File: src/rtl/bus_int_ctl.sv
// bus_int_ctl -- priority interrupt controller for a single CPU.
//
// Gathers NSRC level-sensitive device interrupt requests. Each source has a
// fixed 3-bit bus request level. A source competes only while its level is
// above the CPU priority. The controller presents one winner to the CPU,
// pulses that device's acknowledge when the CPU accepts, and then waits a
// bounded time for the device to drop its request before it arbitrates again.
//
// Optional feature (compile-time macro INT_RR_EN):
//   defined   - round-robin tie-break among sources at the same level; the
//               pointer advances past the winner when the CPU acknowledges
//   undefined - the lowest-index source wins ties; no pointer state
//
// Parameters:
//   NSRC      number of interrupt sources
//   SRC_LEVEL packed 3-bit request level per source (source i at [3i+2:3i])
//   WAIT_MAX  maximum cycles spent waiting for a serviced request to drop
//
// Ports:
//   clk          system clock, rising edge
//   reset_n      asynchronous active-low reset
//   irq          per-source interrupt request (level)
//   vec_in       per-source vector byte, source i at [8i+7:8i]
//   cpu_ipl      current CPU priority level
//   cpu_int_ack  CPU accepts the presented interrupt (one-cycle pulse)
//   cpu_int_req  interrupt presented to the CPU (registered)
//   cpu_vector   vector of the presented interrupt, 0 when none (registered)
//   dev_ack      one-hot, one-cycle acknowledge to the serviced device (registered)

// Per-source qualifier: a source competes only while it requests and its
// level is above the CPU priority.
module bus_int_src #(
  parameter logic [2:0] LEVEL = 3'd4
) (
  input  logic       irq,
  input  logic [2:0] cpu_ipl,
  output logic       elig,
  output logic [2:0] lvl
);
  assign lvl  = LEVEL;
  assign elig = irq && (LEVEL > cpu_ipl);
endmodule

module bus_int_ctl #(
  parameter int               NSRC      = 8,
  parameter logic [3*NSRC-1:0] SRC_LEVEL = 24'h924926,
  parameter int               WAIT_MAX  = 4
) (
  input  logic              clk,
  input  logic              reset_n,
  input  logic [NSRC-1:0]   irq,
  input  logic [8*NSRC-1:0] vec_in,
  input  logic [2:0]        cpu_ipl,
  input  logic              cpu_int_ack,
  output logic              cpu_int_req,
  output logic [7:0]        cpu_vector,
  output logic [NSRC-1:0]   dev_ack
);
  localparam int IW = (NSRC > 1) ? $clog2(NSRC) : 1;
  localparam int CW = (WAIT_MAX > 1) ? $clog2(WAIT_MAX) : 1;

  typedef enum logic [1:0] {S_IDLE, S_REQ, S_ACK, S_DROP} state_t;

  // Latched winner: kept stable for the whole transaction.
  typedef struct packed {
    logic [IW-1:0] idx;
    logic [7:0]    vec;
  } win_t;

  state_t                 state_q, state_nxt;
  win_t                   win_q, win_nxt;
  logic [CW-1:0]          wait_q, wait_nxt;
  logic [NSRC-1:0]        elig;
  logic [NSRC-1:0][2:0]   lvl;
  logic [NSRC-1:0][7:0]   vec_arr;
  logic [NSRC-1:0]        ack_oh;
  logic                   arb_any;
  logic [IW-1:0]          arb_idx;
  logic [2:0]             arb_lvl;
  int                     j;

  assign vec_arr = vec_in;

  for (genvar gi = 0; gi < NSRC; gi++) begin : g_src
    bus_int_src #(.LEVEL(SRC_LEVEL[3*gi +: 3])) u_src (
      .irq     (irq[gi]),
      .cpu_ipl (cpu_ipl),
      .elig    (elig[gi]),
      .lvl     (lvl[gi])
    );
  end

`ifdef INT_RR_EN
  logic [IW-1:0] rr_ptr;
`endif

  // Arbiter: scan sources in tie-break order and keep the first one seen at
  // the highest level (strict '>' makes earlier scan positions win ties).
  // Round-robin starts the scan at the pointer and wraps.
  always_comb begin
    arb_any = 1'b0;
    arb_idx = '0;
    arb_lvl = '0;
    j       = 0;
    for (int k = 0; k < NSRC; k++) begin
`ifdef INT_RR_EN
      j = int'(rr_ptr) + k;
      if (j >= NSRC) j = j - NSRC;
`else
      j = k;
`endif
      if (elig[j] && (!arb_any || lvl[j] > arb_lvl)) begin
        arb_any = 1'b1;
        arb_idx = IW'(j);
        arb_lvl = lvl[j];
      end
    end
  end

  always_comb begin
    ack_oh             = '0;
    ack_oh[win_q.idx]  = 1'b1;
  end

  always_comb begin
    state_nxt = state_q;
    win_nxt   = win_q;
    wait_nxt  = wait_q;
    case (state_q)
      S_IDLE: begin
        if (arb_any) begin
          win_nxt.idx = arb_idx;
          win_nxt.vec = vec_arr[arb_idx];
          state_nxt   = S_REQ;
        end
      end
      S_REQ: begin
        // Ack beats withdrawal when both happen on the same edge; a newly
        // arrived higher source waits for the next IDLE.
        if (cpu_int_ack)            state_nxt = S_ACK;
        else if (!elig[win_q.idx])  state_nxt = S_IDLE;
      end
      S_ACK: begin
        wait_nxt  = '0;
        state_nxt = S_DROP;
      end
      S_DROP: begin
        // Bounded wait so a stuck request cannot lock the controller.
        if (!irq[win_q.idx] || wait_q == CW'(WAIT_MAX - 1)) begin
          wait_nxt  = '0;
          state_nxt = S_IDLE;
        end else begin
          wait_nxt = wait_q + CW'(1);
        end
      end
      default: state_nxt = S_IDLE;
    endcase
  end

  always_ff @(posedge clk or negedge reset_n) begin
    if (!reset_n) begin
      state_q <= S_IDLE;
      win_q   <= '0;
      wait_q  <= '0;
    end else begin
      state_q <= state_nxt;
      win_q   <= win_nxt;
      wait_q  <= wait_nxt;
    end
  end

  // Outputs are registered from the next state so they line up with it.
  always_ff @(posedge clk or negedge reset_n) begin
    if (!reset_n) begin
      cpu_int_req <= 1'b0;
      cpu_vector  <= '0;
      dev_ack     <= '0;
    end else begin
      cpu_int_req <= (state_nxt == S_REQ);
      cpu_vector  <= (state_nxt == S_REQ) ? win_nxt.vec : 8'h00;
      dev_ack     <= (state_nxt == S_ACK) ? ack_oh : '0;
    end
  end

`ifdef INT_RR_EN
  always_ff @(posedge clk or negedge reset_n) begin
    if (!reset_n) begin
      rr_ptr <= '0;
    end else if (state_q == S_REQ && state_nxt == S_ACK) begin
      rr_ptr <= (win_q.idx == IW'(NSRC - 1)) ? '0 : win_q.idx + IW'(1);
    end
  end
`endif

endmodule

File: config.mk
export PLATFORM = sky130hd
export DESIGN_NAME = bus_int_ctl
export DESIGN_NICKNAME = d
export VERILOG_FILES = /design/src/rtl/bus_int_ctl.sv
export SDC_FILE = /design/constraint.sdc
export NUM_CORES = 1
export LEC_CHECK = 0
export CORE_MARGIN = 2
export CORE_UTILIZATION = 32
export CTS_CLUSTER_DIAMETER = 30
export CTS_CLUSTER_SIZE = 25
export DETAILED_ROUTE_END_ITERATION = 10
export PLACE_DENSITY_LB_ADDON = 0.2
export SYNTH_ARGS = -nofsm -noshare
export SYNTH_HDL_FRONTEND = slang
export SYNTH_SLANG_ARGS = --single-unit
File: constraint.sdc
create_clock -name clk -period 4 [get_ports clk]
set_input_delay 0.4 -clock clk [delete_from_list [all_inputs] [get_ports clk]]
set_output_delay 0.4 -clock clk [all_outputs]
set_load 0.1 [all_outputs]
Word level (Yosys, flattened, before mapping)
Index checks and enable logic that the tools add are counted.

cells by class
  $lt $le $gt $ge = 12
  mux-type cells = 41
  reduce and logical (&&, ||, !) cells = 35
  $add $sub $neg = 1
  eq/ne operators = 6

operators with widths
  operator                                                            number
  two-way mux 8 bit                                                   5
  two-way mux 3 bit                                                   12
  greater-than comparator 3 bit (first input constant)                9
  binary-select mux 8 bit (select 3 bit)                              1
  logical AND 1 bit                                                   16
  two-way mux 1 bit                                                   12
  two-way mux 2 bit                                                   6
  == test 2 bit (second input constant)                               4
  zero test 1 bit                                                     8
  logical OR 1 bit                                                    8
  less-than comparator 3 x 4 -> 1 bit (second input constant)         2
  one-hot mux 2 bit (4 select lines)                                  1
  binary-select mux 1 bit (select 3 bit)                              2
  == test 2 x 1 -> 1 bit (second input constant)                      2
  one-hot mux 2 bit (2 select lines)                                  1
  demux 1 bit (select 3 bit)                                          1
  greater-or-equal comparator 3 x 1 -> 1 bit (second input constant)  1
  adder 2 x 1 -> 2 bit (second input constant)                        1
  zero test 2 bit                                                     1
  AND reduction 2 bit                                                 1
  nonzero test 2 bit                                                  1

word-level totals
  output and inout port bits = 17
  flip-flop bits (word level) = 32

Logic depth before layout (Yosys ltp)
  depth in word-level cells = 36
  mapped depth = 8
  mapped depth without buffers = 6

Modules after synthesis
From an unflattened synthesis, not the netlist that was laid out.

unflattened totals
  cells, all modules = 363
  area, all modules = 3190.6 um2

modules (own cells, without submodules)
  module                             sequential area each (um2)  cells each  area an instance (um2)  times used
  bus_int_ctl                        800.8                       315         2842.7                  1
  bus_int_src at g_src[1].u_src ...  0.0                         6           43.8                    7
  bus_int_src at g_src[0].u_src      0.0                         6           41.3                    1

Least setup slack after synthesis
OpenSTA, ideal clock, no wires.

  kind = input-to-reg
  start = in irq[4]
  end = reg cpu_vector[4]
  stages on the path = 7
  path slack = 1921 ps
  setup time = 77 ps
  data required time = 3923 ps
  buffers on the path = 2
  arrival time = 2002 ps
  cell sequence = buf_2 a221o_1 o31ai_4 buf_6 a221oi_2 or4_1 o21ai_1

on the way
  cells in the longest elaborated chain, start to end = 20
  elaborated cells between the ends (all ways) = 42

RTL lines
  what                                                              line  text
  from (decl)                                                       51    input logic [NSRC-1:0] irq,
  logical AND 1 bit                                                 41    assign elig = irq && (LEVEL > cpu_ipl);
  logical AND 1 bit                                                 112   if (elig[j] && (!arb_any || lvl[j] > arb_lvl)) begin
  two-way mux 3 bit or two-way mux 1 bit (tied branches)            112
  greater-than comparator 3 bit or zero test 1 bit (tied branches)  112
  logical OR 1 bit                                                  112
  logical AND 1 bit                                                 112
  two-way mux 3 bit or two-way mux 1 bit (tied branches)            112
  greater-than comparator 3 bit or zero test 1 bit (tied branches)  112
  [... 4 more ...]                                                  -
  logical OR 1 bit                                                  112
  logical AND 1 bit                                                 112
  two-way mux 3 bit                                                 112
  binary-select mux 8 bit (select 3 bit)                            133   win_nxt.vec = vec_arr[arb_idx];
  two-way mux 8 bit (implied by the code)                           133
  two-way mux 8 bit                                                 131   if (arb_any) begin
  two-way mux 8 bit                                                 129   case (state_q)
  two-way mux 8 bit (*)                                             180   cpu_vector <= (state_nxt == S_REQ) ? win_nxt.vec : 8'h00;
  to (signal assigned)                                              180
  to (decl)                                                         56    output logic [7:0] cpu_vector,

Mark *: on every way between the ends. The rest lies on a longest branch, timed or not. The select of a mux whose other input is x is not followed.
A chain may end at the register's enable or synchronous reset.

Worst setup path after layout
  start = in cpu_ipl[2]
  end = reg cpu_vector[0]

on the way
  cells in the longest elaborated chain, start to end = 36
  elaborated cells between the ends (all ways) = 72

RTL lines
  what                                                              line  text
  from (decl)                                                       53    input logic [2:0] cpu_ipl,
  greater-than comparator 3 bit                                     41
  logical AND 1 bit                                                 41
  two-way mux 3 bit or two-way mux 1 bit (tied branches)            112
  greater-than comparator 3 bit or zero test 1 bit (tied branches)  112
  logical OR 1 bit                                                  112
  logical AND 1 bit                                                 112
  two-way mux 3 bit or two-way mux 1 bit (tied branches)            112
  greater-than comparator 3 bit or zero test 1 bit (tied branches)  112
  [... 20 more ...]                                                 -
  logical OR 1 bit                                                  112
  logical AND 1 bit                                                 112
  two-way mux 3 bit                                                 112
  binary-select mux 8 bit (select 3 bit)                            133
  two-way mux 8 bit (implied by the code)                           133
  two-way mux 8 bit                                                 131
  two-way mux 8 bit                                                 129
  two-way mux 8 bit (*)                                             180

Marks and branches as above.

==> flow_summary.yaml <==
hold_path:
  holdPathStages: 2
  hp-start: "win_q[5]"
  hold_class: "reg2reg"
  min_to: "cpu_vector[5]"
placement:
  place_congestion: 0.790
  place.port_buffers: 93
  dpl.hpwl_um: 4450
  detailedPlace.worstSlack_ps: 871
  placed_cell_area_um2: 2980
synth:
  syn_area_um2: 2000
  syn_avg_cell_area_um2: 9.01
  synthFlopType: "dfrtp_1"
  syn-instance-count: 222
  synthesis.nets: 301
  yosysSeqAreaShare_pct: 40.1
  ys_ff_latch: 32
  synthArstFlopShare_pct: 100
  ys_warn_count: 0
  ys_types: 44
  synth_edf_count: 0
die:
  die-area_um2: 6900
  pin_count: 95
  start_util_pct: 33.4
  core_um2: 5990
  rows: 28
  die_w_um: 83.0
  die_y_um: 83.0
power:
  ir_drop_mv: 0.373
  leakagePower_nw: 1.26
  power_w: 0.00144
  pwr_density_cell_nw_per_um2: 470
worst_setup_path:
  critPathArrivalTime_ps: 3040
  r2r_start: "win_q[9]"
  cp-start-kind: "primary input"
  crit_slowest_cell: "clkdlybuf4s50_1"
  worstSetupPathType: "in2reg"
  reg2reg_slack_ps: 1800
  r2r_cells: 5
  cp_top_family: "compound AO/OA/AOI/OAI gates"
  cp_slowest_stage_delay_ps: 660
  rr_endpoint: "cpu_vector[6]"
  cp-startpoint: "cpu_ipl[2]"
  worstSetupEndpointType: "flip-flop"
  cp_num_buf_inv: 1
  cp.required_ps: 4190
  crit_fanout: 15
  cp_cell_sequence: "clkdlybuf4s50_1 -> nor2_1 -> a221o_1 -> o31ai_4 -> a221oi_1 -> or4_1 -> o21ai_1"
finish:
  drive_gt1_share_pct: 7.99
  area_growth_pct: 53.4
  diodes: 0
  design_area_um2: 3070
  fill_cells: 601
  fin_nets: 391
clock_network:
  cts_resized: 0
  clockBufferDepth: 2
  cts_buffers: 5
  cts_htree_levels: 2
  cts_sinks: 32
  cts_tree: "done"
  clkTransAtPathRegs_ps: 70
  root_buffer: "clkbuf_8"
  post-cts-setup-buffers: 0
  cts_hold_buf: 0
  clock_latency_ps: 280
timing:
  whs_ps: 482
  slew_headroom_pct: 32.6
  tightestPinTransition_ps: 1000
  skew_ps: 5.56
  fin_tns_setup_ps: 0
  rsz0062_at_grt: "false"
  setup_slack_ps: 1160
  period_needed_ps: 2840
  slew_viol_final: 0
  fmax_ghz: 0.352
  hold_violations: 0
  finalCritPeriodShare_pct: 71.0
  setup_violations: 0
flow_run:
  maxCapViolCount: 0
drt:
  wire_per_inst_um: 14.8
  final_antenna_net_count: 0
  drc: 0
  routed_wl_um: 5740
  drtIter0Drc: 107
  dr.pass1.iters: 5
  num_vias: 2035
  viasPerCell: 5.24
run_status:
  status: "finished, final reports clean"
global_route:
  grt_pass1_wl_um: 9440
  antenna_found_initial: 0
  grt_start_max_net_pins: 33
  grt_use_total_pct: 16.7
  grt_pass1_vias: 1997
  overflow: 0
## worst max-delay path by stage
stage               endpoint  depth (start not counted)
2_1_floorplan  cpu_vector[4]                          7
3_3_place_gp   cpu_vector[1]                          7
3_5_place_dp   cpu_vector[0]                          7
4_1_cts        cpu_vector[0]                          7
5_1_grt        cpu_vector[0]                          7
6_report       cpu_vector[0]                          7
## report_power, final
group          switching [W]  internal [W]  total (W)
registers          0.0000695      0.000424   0.000493
logic               0.000455      0.000241   0.000696
clock network       0.000115      0.000137   0.000252
total               0.000639      0.000802    0.00144
## cells in the mapped netlist (all sizes together) (6+ instances only)
cell type	n	area (um2)
a211oi	9	67.6
a221oi	15	144
and3	15	93.8
buf	6	45.0
clkbuf	7	26.3
dfrtp	32	801
inv	7	26.3
nand2	24	90.1
nand3	11	55.1
nor2	18	67.6
nor3	6	35.0
o21ai	26	138
or4	7	52.6
## worst reg2reg max path: stages (launching register included)
cell     delay, ps
dfrtp_1        550
nor2b_1        220
a22o_1         180
mux2i_1         90
o41ai_2        800
o32a_1         300
## state kept, by name, summed over array words and instances, names as in the netlist
name / flops
cpu_int_req: 1
cpu_vector: 8
dev_ack: 8
state_q: 2
wait_q: 2
win_q: 11
## cell families after synthesis
logic type / Yosys count / synth area share, %
multiplexers: 8 / 4.82
buffers and inverters: 20 / 4.88
flip-flops: 32 / 40.1
adder cells (fa/ha/maj): 1 / 0.626
AND/OR/NAND/NOR: 95 / 24.5
AO/OA/AOI/OAI: 66 / 25.2
## final cells by class
| type | instances | area [um2] | area share [%] |
|---|---|---|---|
| timing repair buffer | 96 | 953 | 31.1 |
| inverter | 7 | 26.3 | 0.856 |
| multi-input combinational | 170 | 1100 | 35.9 |
| tap | 75 | 93.8 | 3.06 |
| clock inverter | 2 | 10.0 | 0.326 |
| sequential | 32 | 801 | 26.1 |
| clock buffer | 6 | 82.6 | 2.69 |
## layer usage
metal / wire length, um / share of wire [%] / track usage [%]
met1: 2760 / 48 / 23.4
met2: 2570 / 45 / 26.4
met3: 291 / 5.1 / 1.89
met4: 115 / 2.0 / 6.41
met5: 0 / 0 / 0
## layout by cell type, fill, tap and decap left out, types with 2 or more instances in the layout
cell              n
nand2b_1          4
nor3_1            5
o21ai_2           2
or4_1             7
o21ai_0          10
inv_1             7
o21ai_1          14
clkinv_2          2
nand3_1          11
mux2i_1           4
a22o_1            2
mux2_2            3
clkbuf_8          6
clkdlybuf4s50_1  93
buf_4             3
nor4_1            2
o31a_1            3
nor2_1           18
a221oi_2          2
a21oi_1           2
dfrtp_1          32
nor2b_1           2
a211oi_1          9
a221oi_1         13
and3_1           15
nand2_1          24
## stage by stage
stage,utilization (%),cells
final,51.2,388
after global routing,51.2,388
after CTS,51.2,388
after detailed placement,49.7,380
after global placement,49.7,380
after floorplan,-,222
(Power assumes the default switching activity.)
